**src/rtl/mem_wb_stage.sv**
```systemverilog
// MEM/WB pipeline register: aligns control and ALU result with registered load data,
// selects register-file write data, and keeps a saturating retired-instruction counter.
module mem_wb_stage #(
  parameter int WORD     = 64,
  parameter int REGBITS  = 5,
  parameter int ZERO_REG = 31,
  parameter int CNTW     = 32
) (
  input  logic               clk,
  input  logic               reset,
  input  logic               in_valid,
  input  logic               stall,
  input  logic               flush,
  input  logic               reg_write,
  input  logic               mem_to_reg,
  input  logic [REGBITS-1:0] write_reg,
  input  logic [WORD-1:0]    alu_result,
  input  logic [WORD-1:0]    mem_read_data,
  output logic               wb_valid,
  output logic               wb_reg_write,
  output logic [REGBITS-1:0] wb_write_reg,
  output logic [WORD-1:0]    wb_write_data,
  output logic [CNTW-1:0]    retired_count
);

  localparam logic [REGBITS-1:0] XZR     = REGBITS'(ZERO_REG);
  localparam logic [CNTW-1:0]    CNT_MAX = '1;

  logic               a_valid_q, a_valid_d;
  logic               a_reg_write_q, a_reg_write_d;
  logic               a_mem_to_reg_q, a_mem_to_reg_d;
  logic [REGBITS-1:0] a_write_reg_q, a_write_reg_d;
  logic [WORD-1:0]    a_alu_q, a_alu_d;

  logic               b_valid_q, b_valid_d;
  logic               b_reg_write_q, b_reg_write_d;
  logic               b_mem_to_reg_q, b_mem_to_reg_d;
  logic [REGBITS-1:0] b_write_reg_q, b_write_reg_d;
  logic [WORD-1:0]    b_alu_q, b_alu_d;
  logic [WORD-1:0]    b_load_q, b_load_d;

  logic [CNTW-1:0]    cnt_q, cnt_d;

  // Flush beats stall; on flush the data fields still load but only valid matters.
  always_comb begin
    a_valid_d      = a_valid_q;
    a_reg_write_d  = a_reg_write_q;
    a_mem_to_reg_d = a_mem_to_reg_q;
    a_write_reg_d  = a_write_reg_q;
    a_alu_d        = a_alu_q;
    b_valid_d      = b_valid_q;
    b_reg_write_d  = b_reg_write_q;
    b_mem_to_reg_d = b_mem_to_reg_q;
    b_write_reg_d  = b_write_reg_q;
    b_alu_d        = b_alu_q;
    b_load_d       = b_load_q;
    cnt_d          = cnt_q;

    if (flush || !stall) begin
      a_reg_write_d  = reg_write;
      a_mem_to_reg_d = mem_to_reg;
      a_write_reg_d  = write_reg;
      a_alu_d        = alu_result;
      b_reg_write_d  = a_reg_write_q;
      b_mem_to_reg_d = a_mem_to_reg_q;
      b_write_reg_d  = a_write_reg_q;
      b_alu_d        = a_alu_q;
      b_load_d       = mem_read_data;
    end

    if (flush) begin
      a_valid_d = 1'b0;
      b_valid_d = 1'b0;
    end else if (!stall) begin
      a_valid_d = in_valid;
      b_valid_d = a_valid_q;
      if (a_valid_q && (cnt_q != CNT_MAX)) begin
        cnt_d = cnt_q + 1'b1;
      end
    end
  end

  always_ff @(posedge clk or posedge reset) begin
    if (reset) begin
      a_valid_q      <= 1'b0;
      a_reg_write_q  <= 1'b0;
      a_mem_to_reg_q <= 1'b0;
      a_write_reg_q  <= '0;
      a_alu_q        <= '0;
      b_valid_q      <= 1'b0;
      b_reg_write_q  <= 1'b0;
      b_mem_to_reg_q <= 1'b0;
      b_write_reg_q  <= '0;
      b_alu_q        <= '0;
      b_load_q       <= '0;
      cnt_q          <= '0;
    end else begin
      a_valid_q      <= a_valid_d;
      a_reg_write_q  <= a_reg_write_d;
      a_mem_to_reg_q <= a_mem_to_reg_d;
      a_write_reg_q  <= a_write_reg_d;
      a_alu_q        <= a_alu_d;
      b_valid_q      <= b_valid_d;
      b_reg_write_q  <= b_reg_write_d;
      b_mem_to_reg_q <= b_mem_to_reg_d;
      b_write_reg_q  <= b_write_reg_d;
      b_alu_q        <= b_alu_d;
      b_load_q       <= b_load_d;
      cnt_q          <= cnt_d;
    end
  end

  always_comb begin
    wb_valid      = b_valid_q;
    wb_reg_write  = b_valid_q && b_reg_write_q && (b_write_reg_q != XZR);
    wb_write_reg  = b_write_reg_q;
    wb_write_data = b_mem_to_reg_q ? b_load_q : b_alu_q;
    retired_count = cnt_q;
  end

endmodule

```
**config.mk**
```make
export PLATFORM = sky130hd
export DESIGN_NAME = mem_wb_stage
export DESIGN_NICKNAME = d
export VERILOG_FILES = /design/src/rtl/mem_wb_stage.sv
export SDC_FILE = /design/constraint.sdc
export NUM_CORES = 1
export LEC_CHECK = 0
export CAP_MARGIN = 20
export CORE_MARGIN = 2
export CORE_UTILIZATION = 30
export DETAILED_ROUTE_END_ITERATION = 6
export GPL_TIMING_DRIVEN = 0
export PLACE_DENSITY_LB_ADDON = 0.25
export SYNTH_ARGS = -nofsm -noshare
export SYNTH_HDL_FRONTEND = slang
export SYNTH_SLANG_ARGS = --single-unit
```
**constraint.sdc**
```tcl
create_clock -name clk -period 7.87 [get_ports clk]
set_clock_uncertainty 0.2 [all_clocks]
set_input_delay 1.1805 -clock clk [delete_from_list [all_inputs] [get_ports clk]]
set_output_delay 1.1805 -clock clk [all_outputs]
set_load 0.01 [all_outputs]
```
# Word-level counts from Yosys, hierarchy flattened
# Cells that the tools add are included.
op_classes:
  bitwise: 2
  addsub: 1
  reduce_logical: 6
  mux: 5
  n_eq_ne: 3
op_table:
  columns: ["operator", "count"]
  rows:
  - ["$mux W64", 1]
  - ["$add A32 B1 Y32 const B", 1]
  - ["$ne A32 B32 Y1 const B", 1]
  - ["$ne A5 B5 Y1 const B", 1]
  - ["$mux W1", 4]
  - ["$logic_and A1 B1 Y1", 3]
  - ["$reduce_and A3 Y1", 1]
  - ["$ne A2 B1 Y1 const B", 1]
  - ["$not A1 Y1", 2]
  - ["$logic_not A1 Y1", 1]
  - ["$logic_or A1 B1 Y1", 1]
totals:
  in_bits: 140
  register_bits: 240
  out_inout_bits: 103

# Logic depth before layout (Yosys ltp)
# Gate-level depths: netlist of the first run.
depth:
  depth_word: 3
  mapped_depth: 6

# Least setup slack after synthesis of the first run
# No wires, ideal clock.
synth_timing:
  path_type: "input port to flip-flop"
  from: "in flush"
  to: "reg cnt_q[27] (netlist: retired_count[27])"
  stages: 6
  slack_ns: 4.879
  setup_time_ns: 0.126
  arrival_ns: 2.665
  cell_sequence: "or3b_1 buf_6 or3_4 nor4b_2 nand3_1 xnor2_1"
synth_via:
  elab_chain_cells: 2
synth_lines:
  columns: ["element", "line_no", "rtl"]
  rows:
  - ["start, declared", "13", "input logic flush,"]
  - ["$not A1 Y1 (no line)", null, null]
  - ["$reduce_and A3 Y1 (no line)", null, null]
  - ["end signal, assigned", "109", "cnt_q <= cnt_d;"]
  - ["end, declared", "42", "logic [CNTW-1:0] cnt_q, cnt_d;"]
# Every way passes these cells.
# A chain may end at the register's enable or synchronous reset.

# Worst setup path in the final report of the first run
layout_timing:
  from: "reg b_mem_to_reg_q"
  to: "out wb_write_data[34]"
layout_via:
  elab_chain_cells: 1
layout_lines:
  columns: ["element", "line_no", "rtl"]
  rows:
  - ["start, declared", "37", "logic b_mem_to_reg_q, b_mem_to_reg_d;"]
  - ["start signal, assigned", "105", "b_mem_to_reg_q <= b_mem_to_reg_d;"]
  - ["$mux W64", "117", "wb_write_data = b_mem_to_reg_q ? b_load_q : b_alu_q;"]
  - ["end, declared", "22", "output logic [WORD-1:0] wb_write_data,"]
# Every way passes these cells.

==> results of run 1 <==
## area by class of cell
type                            instances  area (um2)  area share
Sequential cell                       240        6010       0.428
Tap cell                              442         553      0.0394
Clock inverter                          7        85.1     0.00607
Antenna cell                            1        2.50    0.000178
Clock buffer                           45         856      0.0610
Multi-Input combinational cell        383        3830       0.273
Inverter                                3        15.0     0.00107
Timing Repair Buffer                  248        2540       0.181
Buffer                                 31         131     0.00937
## worst reg2reg max path: stages, from the launching register on
cell and delay, ns:
dfrtp_1 0.43, ha_1 0.26, nand2_1 0.11, or2_2 0.34, a211oi_1 0.61, and4_1 0.29
xor2_1 0.14
## power groups by stage
stage	sequential, mW	clock [mW]	combinational, mW
after floorplan	1.41	0	0.259
after global placement	1.43	0	0.507
after detailed placement	1.43	0	0.517
after CTS	1.41	1.36	0.521
after global routing	1.42	1.41	0.552
final	1.40	1.32	0.509
## Yosys cell counts (2+ instances only)
master,n
mux2_2,271
xor2_1,11
buf_2,6
nand3_1,9
a31oi_1,2
o21ai_0,2
and3_1,5
or3_1,2
dfrtp_1,240
nor4_1,4
or2_2,2
and4_1,4
clkbuf_1,24
nand4_1,10
xnor2_1,18
nor3_1,3
a21oi_1,2
nor2_1,9
inv_1,3
nand2_1,14
## cells by family (layout without fill, tap and decap cells)
group	Yosys count	after routing	synth area share
multiplexers	272	272	0.307
buffers and inverters	34	334	0.0143
other	0	1	0
flip-flops	240	240	0.602
adder cells (fa/ha/maj)	1	1	0.00125
AND/OR/NAND/NOR	72	72	0.0434
AO/OA/AOI/OAI	9	9	0.00690
XOR/XNOR	29	29	0.0255
## through the flow
stage	utilization	hold slack [ns]	total power, mW	instances	setup slack [ns]
after floorplan	-	0.275	1.67	657	3.34
after global placement	0.397	0.277	1.93	1341	1.28
after detailed placement	0.401	0.288	1.94	1347	3.39
after CTS	0.430	0.303	3.29	1399	3.44
after global routing	0.430	0.312	3.39	1399	3.36
final	0.430	0.298	3.23	1400	3.55
## how the worst min path moves through the flow
| stage | endpoint | slack [ns] | depth (start not counted) |
|---|---|---|---|
| after floorplan | b_load_q[54] | 0.27 | 1 |
| after global placement | retired_count[23] | 0.28 | 1 |
| after detailed placement | b_alu_q[1] | 0.29 | 1 |
| after CTS | b_alu_q[42] | 0.30 | 1 |
| after global routing | b_load_q[9] | 0.31 | 1 |
| final | wb_write_reg[1] | 0.30 | 1 |
## layer usage
metal	GRT usage	vias to the layer above
li1	-	2910
met1	0.185	3100
met2	0.217	172
met3	0.0399	38
met4	0.0357	2
met5	0	-
==> qor.csv, run 1 <==
metric;value;unit
end_kind;output port;
gpl.final_weighted_congestion;0.732;
number_of_warnings_reported_in_the_yosys_synthesis_log;0;
grt_first_pass_wirelength;38300;um
top_signal_layer_used;met5;
worstPathBufferInverterCount;3;
finalSetupTns;0;ns
maxSlewViolCount;0;
r2r_slack;5.41;ns
finalCritPeriodShare;0.549;
areaGrowthSynthToFinish;40.5;%
syn_area_per_cell;15.2;um2
finalNetCount;1077;
io_pins;243;
critical_path.cell_chain;clkbuf_1 -> clkbuf_1 -> mux2_2 -> clkdlybuf4s50_1;
routed_length_on_met1;10800;um
cts_post_setup_buffers_inserted;0;
synth_cells;657;
route.met2.wl;10900;um
power.leakage;5.75;nW
ys_top_cells_by_area;dfrtp_1, mux2_2, xnor2_1;
synth_edf_count;0;
mostFrequentLayoutCell;mux2_2;
antenna_violations_before_repair;2;
gr-total-overflow;0;
comb_power_share;0.158;
maxCapViolCount;0;
track_usage;0.138;
worst_hold_startpoint;a_write_reg_q[1];
hold_path_class;flop to flop;
regToRegStartpoint;retired_count[0];
timing.setup.critical_path_class;flop to output port;
post-synth-top-area-fraction;0.602;
timing.critical_path.to;wb_write_data[34];
power_density;230;nW/um2
ant_nets;0;
avgViaCountPerCell;4.44;
commonest_non_fill_non_tap_cells_in_the_layout;mux2_2, clkdlybuf4s50_1, dfrtp_1;
first_global_vias;6660;
post-synth-top-area-cell;dfrtp_1;
h_tree_lvls;1;
synth_async_sr_flop_share;1.00;
ctsRootBufferMaster;clkbuf_16;
die_y;186;um
cts.path.max_buffers;3;
reg_to_reg_endpoint;retired_count[10];
clock_sinks;240;
max_freq;231;MHz
crit_path_max_fanout;10;
syn_area;9980;um2
internal-power;2.47;mW
post_route_cells_drive_above_1_share;0.350;
wire_per_inst;17.1;um
dpl.hpwl;16900;um
worst_max_slew_margin_expressed_relative_to_the_limit;0.470;
drt_iter0_drc;208;
floorplan.initialDensity;0.306;
cp_common_cell;clkbuf_1;
synth_cell_type_count;36;
grt_setup_unrepaired;false;
vias;6222;
placeableCoreArea;32600;um2
critical_path.max_stage_delay;0.59;ns
critPathTopFamily;buffers and inverters;
clk-insertion-delay-late;0.54;ns
met3WireLength;1640;um
worst-endpoint-required;6.49;ns
totalWireLength;23900;um
fillerInstances;2984;
final_setup_fails;0;
instance_count_on_the_critical_path;4;
final_period_minus_worst_setup_slack;4.32;ns
worst_slew_pin_tran;0.793;ns
place_area;13100;um2
swShare;0.235;
chipWidth;186;um
worst_setup_path_start_kind;flop;
critical_path.startpoint;b_mem_to_reg_q;
critical-path-slowest-cell;clkbuf_1;
drtPass1Iterations;4;
vdd_ir_drop_max;0.155;mV
cts.reportedPaths.clkPinSlew;0.06;ns
status;complete, no violations;
cts-hold-fix-buffers;0;
synth_nets;798;
postSynthRegisterBits;240;
finalInstanceArea;14000;um2
timing.reg2reg.worst_path_depth;6;
drc_errors;0;
die_area;34700;um2
clkPwrFrac;0.407;
postSynth.topFlopCell;dfrtp_1;
timing_hold_violations_final;0;
tritoncts;done;
cts_resized;0;
part_of_the_total_power_dissipated_in_sequential_elements;0.435;
port_buffers;242;
grt_start_max_net_pins;40;
seq_area_frac_synth;0.602;
numCtsBuffers;29;
floorplan.rows;66;
crit_arrival;2.94;ns
largestRegisters;a_alu_q (64), b_alu_q (64), b_load_q (64);
power.net_switching;0.760;mW
Power figures use the tool's default switching activity.
==> run 2, diff against run 1 <==
==> constraint.sdc (replaced) <==
create_clock -name clk -period 4.28 [get_ports clk]
set_clock_uncertainty 0.2 [all_clocks]
set_input_delay 0.642 -clock clk [delete_from_list [all_inputs] [get_ports clk]]
set_output_delay 0.642 -clock clk [all_outputs]
set_load 0.01 [all_outputs]
==> results of run 2 <==
The final DEF is identical to that of run 1. Status: complete, no violations.
Among the figures that moved: setup slack after placement 3.39 ns -> 0.341 ns; setup slack after layout 3.55 ns -> 0.495 ns; register-to-register setup slack 5.41 ns -> 1.82 ns; total power 3.23 mW -> 5.94 mW; worst IR drop on VDD 0.155 mV -> 0.285 mV
